## src/rtl/onehot_encoder_serial_pkg.sv

```systemverilog
// Shared types and helpers for the serializing 8-to-3 encoder.
// Holds the FSM state enum and lowest-set-bit helper functions.
package onehot_enc_pkg;

  localparam int ENC_W    = 8;
  localparam int ENC_IDXW = $clog2(ENC_W);

  typedef enum logic {
    IDLE = 1'b0,
    EMIT = 1'b1
  } enc_state_e;

  function automatic logic [ENC_IDXW-1:0] lsb_index(
    input logic [ENC_W-1:0] vec
  );
    logic [ENC_IDXW-1:0] idx;
    idx = '0;
    for (int i = ENC_W - 1; i >= 0; i--) begin
      if (vec[i]) idx = ENC_IDXW'(i);
    end
    return idx;
  endfunction

  function automatic logic at_most_one(
    input logic [ENC_W-1:0] vec
  );
    return (vec & (vec - 1'b1)) == '0;
  endfunction

endpackage

```

## src/rtl/onehot_encoder_serial_if.sv

```systemverilog
// Request-vector and index-beat handshakes of the serial encoder.
// slave is the encoder's view, master the producer/consumer view.
interface onehot_encoder_serial_if #(
  parameter int WIDTH = 8
) ();
  localparam int IDXW = $clog2(WIDTH);

  logic             in_valid;
  logic             in_ready;
  logic [WIDTH-1:0] in;
  logic             out_valid;
  logic             out_ready;
  logic [IDXW-1:0]  out;
  logic             out_last;
  logic             out_zero;

  modport slave (
    input  in_valid,
    output in_ready,
    input  in,
    output out_valid,
    input  out_ready,
    output out,
    output out_last,
    output out_zero
  );

  modport master (
    output in_valid,
    input  in_ready,
    output in,
    input  out_valid,
    output out_ready,
    input  out,
    input  out_last,
    input  out_zero
  );

endinterface

```

## src/rtl/onehot_encoder_serial_lsb_prio_enc.sv

```systemverilog
// Combinational priority encoder: index of the lowest set bit.
// any_set flags a non-zero input; idx is 0 when nothing is set.
module lsb_prio_enc #(
  parameter int WIDTH = 8,
  localparam int IDXW = $clog2(WIDTH)
) (
  input  logic [WIDTH-1:0] vec,
  output logic [IDXW-1:0]  idx,
  output logic             any_set
);

  // scan from the top so the lowest set bit wins
  always_comb begin
    idx     = '0;
    any_set = |vec;
    for (int i = WIDTH - 1; i >= 0; i--) begin
      if (vec[i]) idx = IDXW'(i);
    end
  end

endmodule

```

## src/rtl/onehot_encoder_serial.sv

```systemverilog
// Serializing 8-to-3 encoder: one index beat per set bit, LSB first.
// A zero vector yields a single beat flagged out_zero.
module onehot_encoder_serial
  import onehot_enc_pkg::*;
#(
  parameter int WIDTH = ENC_W,
  localparam int IDXW = $clog2(WIDTH)
) (
  input logic                     clk,
  input logic                     rst_n,
  onehot_encoder_serial_if.slave  bus
);

  enc_state_e       state_q, state_d;
  logic [WIDTH-1:0] pending_q, pending_d;
  logic             zero_q, zero_d;

  logic [IDXW-1:0]  lsb_idx;
  logic             lsb_any;
  logic             beat;
  logic             last_beat;
  logic             accept;
  logic             emit;

  lsb_prio_enc #(
    .WIDTH(WIDTH)
  ) u_enc (
    .vec    (pending_q),
    .idx    (lsb_idx),
    .any_set(lsb_any)
  );

  // output decode and handshake qualifiers
  always_comb begin
    emit          = (state_q == EMIT);
    bus.out_valid = emit;
    bus.out       = '0;
    bus.out_last  = 1'b0;
    bus.out_zero  = 1'b0;
    if (emit) begin
      bus.out      = (zero_q || !lsb_any) ? '0 : lsb_idx;
      bus.out_last = at_most_one(pending_q);
      bus.out_zero = zero_q;
    end
    beat         = emit && bus.out_ready;
    last_beat    = beat && bus.out_last;
    bus.in_ready = !emit || last_beat;
    accept       = bus.in_valid && bus.in_ready;
  end

  // next state: retire a bit per beat, reload on acceptance
  always_comb begin
    state_d   = state_q;
    pending_d = pending_q;
    zero_d    = zero_q;
    if (beat) begin
      pending_d = pending_q & (pending_q - 1'b1);
    end
    if (accept) begin
      pending_d = bus.in;
      zero_d    = (bus.in == '0);
      state_d   = EMIT;
    end else if (last_beat) begin
      state_d   = IDLE;
    end
  end

  // state and pending registers
  always_ff @(posedge clk or negedge rst_n) begin
    if (!rst_n) begin
      state_q   <= IDLE;
      pending_q <= '0;
      zero_q    <= 1'b0;
    end else begin
      state_q   <= state_d;
      pending_q <= pending_d;
      zero_q    <= zero_d;
    end
  end

endmodule

```

## src/flat_wrapper.sv

```systemverilog
// flat-port wrapper written by rule: the top's interface ports become plain ports
module onehot_encoder_serial_flat import onehot_enc_pkg::*;
#(
  parameter int WIDTH = ENC_W,
  localparam int IDXW = $clog2(WIDTH)
)
  (clk, rst_n, bus_in_valid, bus_in_ready, bus_in, bus_out_valid, bus_out_ready, bus_out, bus_out_last, bus_out_zero);
  onehot_encoder_serial_if #(.WIDTH(WIDTH)) bus_i ();
  input logic clk;
  input logic rst_n;
  input wire logic [$bits(bus_i.in_valid)-1:0] bus_in_valid;
  output wire logic [$bits(bus_i.in_ready)-1:0] bus_in_ready;
  input wire logic [$bits(bus_i.in)-1:0] bus_in;
  output wire logic [$bits(bus_i.out_valid)-1:0] bus_out_valid;
  input wire logic [$bits(bus_i.out_ready)-1:0] bus_out_ready;
  output wire logic [$bits(bus_i.out)-1:0] bus_out;
  output wire logic [$bits(bus_i.out_last)-1:0] bus_out_last;
  output wire logic [$bits(bus_i.out_zero)-1:0] bus_out_zero;
  assign bus_i.in_valid = bus_in_valid;
  assign bus_in_ready = bus_i.in_ready;
  assign bus_i.in = bus_in;
  assign bus_out_valid = bus_i.out_valid;
  assign bus_i.out_ready = bus_out_ready;
  assign bus_out = bus_i.out;
  assign bus_out_last = bus_i.out_last;
  assign bus_out_zero = bus_i.out_zero;
  onehot_encoder_serial #(.WIDTH(WIDTH)) u_core (.clk(clk), .rst_n(rst_n), .bus(bus_i));
endmodule
```

## config.mk

```make
export PLATFORM = sky130hd
export DESIGN_NAME = onehot_encoder_serial_flat
export DESIGN_NICKNAME = d
export VERILOG_FILES = /design/src/rtl/onehot_encoder_serial_pkg.sv /design/src/rtl/onehot_encoder_serial_if.sv /design/src/rtl/onehot_encoder_serial_lsb_prio_enc.sv /design/src/rtl/onehot_encoder_serial.sv /design/src/flat_wrapper.sv
export SDC_FILE = /design/constraint.sdc
export NUM_CORES = 1
export LEC_CHECK = 0
export ABC_CLOCK_PERIOD_IN_PS = 2900
export CAP_MARGIN = 20
export CORE_AREA = 2 2 42 44
export DETAILED_ROUTE_END_ITERATION = 8
export DIE_AREA = 0 0 44 46
export PLACE_DENSITY = 0.81
export REMOVE_ABC_BUFFERS = 1
export SLEW_MARGIN = 20
export SYNTH_ARGS = -nofsm -noshare
export SYNTH_HDL_FRONTEND = slang
export SYNTH_SLANG_ARGS = --single-unit
```

## constraint.sdc

```tcl
create_clock -name clk -period 2.9 [get_ports clk]
set_clock_uncertainty 0.15 [all_clocks]
set_input_delay 0.725 -clock clk [delete_from_list [all_inputs] [get_ports clk]]
set_output_delay 0.725 -clock clk [all_outputs]
set_load 0.02 [all_outputs]
```

==> impl_metrics.csv <==
group,metric,value,unit
route,dr_total_vias,717,
critical_path,cp-startpoint,"u_core.pending_q[2]$_DFFE_PN0P_",
critical_path,required,2.03,ns
clocking,cts_tree,"yes",
synth,ys_seq_elements,10,
floorplanning,die_w,44,um
floorplanning,row_count,15,
cells_and_area,multi_input_area,392,um^2
route,ant_nets,0,
timing,tns,0,ns
timing,rsz0062_at_grt,"false",
cells_and_area,fin_nets,120,
cells_and_area,diodes,0,
placed_design,port_buffers,18,
pwr,irDropWorstVdd,0.595,mV
cells_and_area,ff_latch_area,250,um^2
route,wl_per_cell,14.3,um
cells_and_area,syn2layout_area_growth,50.4,%
timing,setup_viol,0,
placed_design,globalplace.congestion,0.869,
route,dr.max_layer_used,"met4",
floorplanning,coreArea,0.00161,mm^2
hold_path,holdCritStartpoint,"u_core.zero_q$_DFFE_PN0P_",
cells_and_area,utilization,60.9,%
synth,yosysWarnings,0,
critical_path,crit_path_end_kind,"output port",
critical_path,startpoint_type,"flop",
cells_and_area,mostFrequentLayoutCells,"buf_4, clkdlybuf4s50_1, dfrtp_1",
timing,period_minus_slack,2.83,ns
floorplanning,start_util,40.5,%
route,route.detailed.drc,0,
cells_and_area,fillerInstances,127,
timing,holdWs,0.389,ns
critical_path,worst-setup-path-type,"reg -> out",
clocking,clock_sinks,10,
placed_design,dp_hpwl,1340,um
route,drt-pass1-iter-count,4,
cells_and_area,drive_gt1_share,29.0,%
clocking,cts_root_buf,"clkbuf_4",
global_routing,grt-ovfl-total,0,
critical_path,regToRegStartpoint,"u_core.pending_q[2]$_DFFE_PN0P_",
clocking,htreeDepth,1,
timing,post-route-period-util,97.5,%
route,first_iter_violations,27,
placed_design,pre_cts_slack,-0.153,ns
global_routing,grtUsageTotal,20.0,%
floorplanning,die_area,0.00202,mm^2
hold_path,hp-class,"reg -> reg",
synth,synthDistinctLibCells,32,
timing,hold_viol,0,
clocking,cts.clk_slew.worst_paths,0.07,ns
route,met2_length,826,um
flow_run,maxCapViolCount,0,
timing,worst_pin_slew,0.460,ns
route,wl_met1,813,um
pwr,power_density,1260,mW/mm^2
route,drt-total-wl,1780,um
synth,syn_avg_cell_area,8.83,um^2
global_routing,grt_max_degree,11,
timing,slew_headroom,69.2,%
route,wl_met3,100,um
cells_and_area,final_common_cell,"buf_4",
floorplanning,fp.dieH,46,um
synth,syn_area,653,um^2
synth,synth_cells,74,
route,vias_per_cell,5.78,
clocking,clock_latency,0.27,ns
cells_and_area,postLayoutCellArea,982,um^2
placed_design,place_area,947,um^2
synth,seq_area_frac_synth,38.3,%
global_routing,antenna_found_initial,0,
clocking,cts_buffers,3,
floorplanning,io_pins,19,
timing,fin_ws,0.0733,ns
pwr,p_leak,0.474,nW
clocking,clock_path_buffers,2,
global_routing,grt_pass1_wl,2870,um
global_routing,grt_pass1_vias,637,
timing,max_freq,354,MHz
critical_path,crit_fanout,5,
status,outcome,"finished, final reports clean",
timing,slew_violations,0,
critical_path,arrival,1.95,ns
[area by class of cell]
| type | count | area share, % |
|---|---|---|
| Tap cell | 17 | 2.17 |
| Clock buffer | 4 | 3.69 |
| Sequential cell | 10 | 25.5 |
| Multi-Input combinational cell | 56 | 39.9 |
| Timing Repair Buffer | 32 | 26.9 |
| Inverter | 5 | 1.91 |
[power by group]
| group | internal (mW) | switching (mW) | total, mW | leakage [nW] |
|---|---|---|---|---|
| registers | 0.197 | 0.0563 | 0.253 | 0.125 |
| clock network | 0.0762 | 0.0482 | 0.124 | 0.0210 |
| logic | 0.411 | 0.450 | 0.861 | 0.328 |
[flip-flops by register name, summed over array words and instances, names as in the netlist]
signal / cells
u_core.bus.out_valid: 1
u_core.zero_q: 1
u_core.pending_q: 8
[per-layer routing]
layer | GRT usage (%) | vias to the layer above
li1 | - | 348
met2 | 25.9 | 34
met4 | 18.2 | 0
met3 | 3.57 | 4
met1 | 27.6 | 331
met5 | 0 | -
[critical path, cell delays in order (launching register included)]
cell and delay [ns]:
dfrtp_1 0.39, or4_4 0.57, or3_4 0.37, o21ai_4 0.14, nor3_1 0.06, clkbuf_2 0.15
[cells in the mapped netlist]
cell | number | area, um^2
dfrtp_1 | 10 | 250
inv_1 | 5 | 18.8
nor2_1 | 5 | 18.8
nor3_1 | 5 | 25.0
a21oi_1 | 4 | 20.0
nand2_1 | 4 | 15.0
a221o_1 | 3 | 30.0
and3_1 | 3 | 18.8
mux2i_1 | 3 | 30.0
o21ai_0 | 3 | 15.0
a31oi_1 | 2 | 12.5
and2_1 | 2 | 12.5
clkbuf_1 | 2 | 7.51
nand2_2 | 2 | 12.5
nor4_1 | 2 | 12.5
o2bb2ai_1 | 2 | 17.5
or2_2 | 2 | 12.5
a211o_1 | 1 | 8.76
a211oi_1 | 1 | 7.51
a22o_1 | 1 | 8.76
buf_2 | 1 | 5.00
maj3_1 | 1 | 10.0
mux2_2 | 1 | 11.3
nand2b_1 | 1 | 6.26
nand3_1 | 1 | 5.00
o211a_1 | 1 | 10.0
o21bai_1 | 1 | 7.51
o22ai_1 | 1 | 6.26
o31ai_1 | 1 | 7.51
o41ai_2 | 1 | 16.3
or3_1 | 1 | 6.26
or4_1 | 1 | 7.51
[logic make-up (layout without fill, tap and decap cells)]
group / Yosys count / count (layout) / synth area share [%]
adder cells (fa/ha/maj): 1 / 1 / 1.53
buffers and inverters: 8 / 41 / 4.79
flip-flops: 10 / 10 / 38.3
AND/OR/NAND/NOR: 29 / 29 / 23.4
multiplexers: 4 / 4 / 6.32
AO/OA/AOI/OAI: 22 / 22 / 25.7
[what timing repair did]
| action | 4_1_cts | 5_1_grt |
|---|---|---|
| gates resized for setup | 17 | 7 |
| hold buffers | 0 | 0 |
| setup buffers | 0 | 0 |
| endpoints found under the setup margin | 5 | 4 |
| pin swaps | 0 | 1 |
[worst paths after layout]
check	slack [ns]	cells past startpoint	to
setup / recovery	0.07	5	bus_out[1]
hold / removal	0.39	2	u_core.zero_q$_DFFE_PN0P_
setup reg to reg	0.65	6	u_core.pending_q[4]$_DFFE_PN0P_
hold reg to reg	0.39	2	u_core.zero_q$_DFFE_PN0P_
max in group asynchronous	1.66	1	u_core.pending_q[3]$_DFFE_PN0P_
min in group asynchronous	0.63	1	u_core.pending_q[7]$_DFFE_PN0P_
[stage by stage]
step	instances	power, mW
after floorplan	71	0.720
after global placement	120	1.10
after detailed placement	120	1.12
after CTS	124	1.25
after global routing	124	1.33
final	124	1.24
No activity file was read; power rests on OpenSTA's default activity.
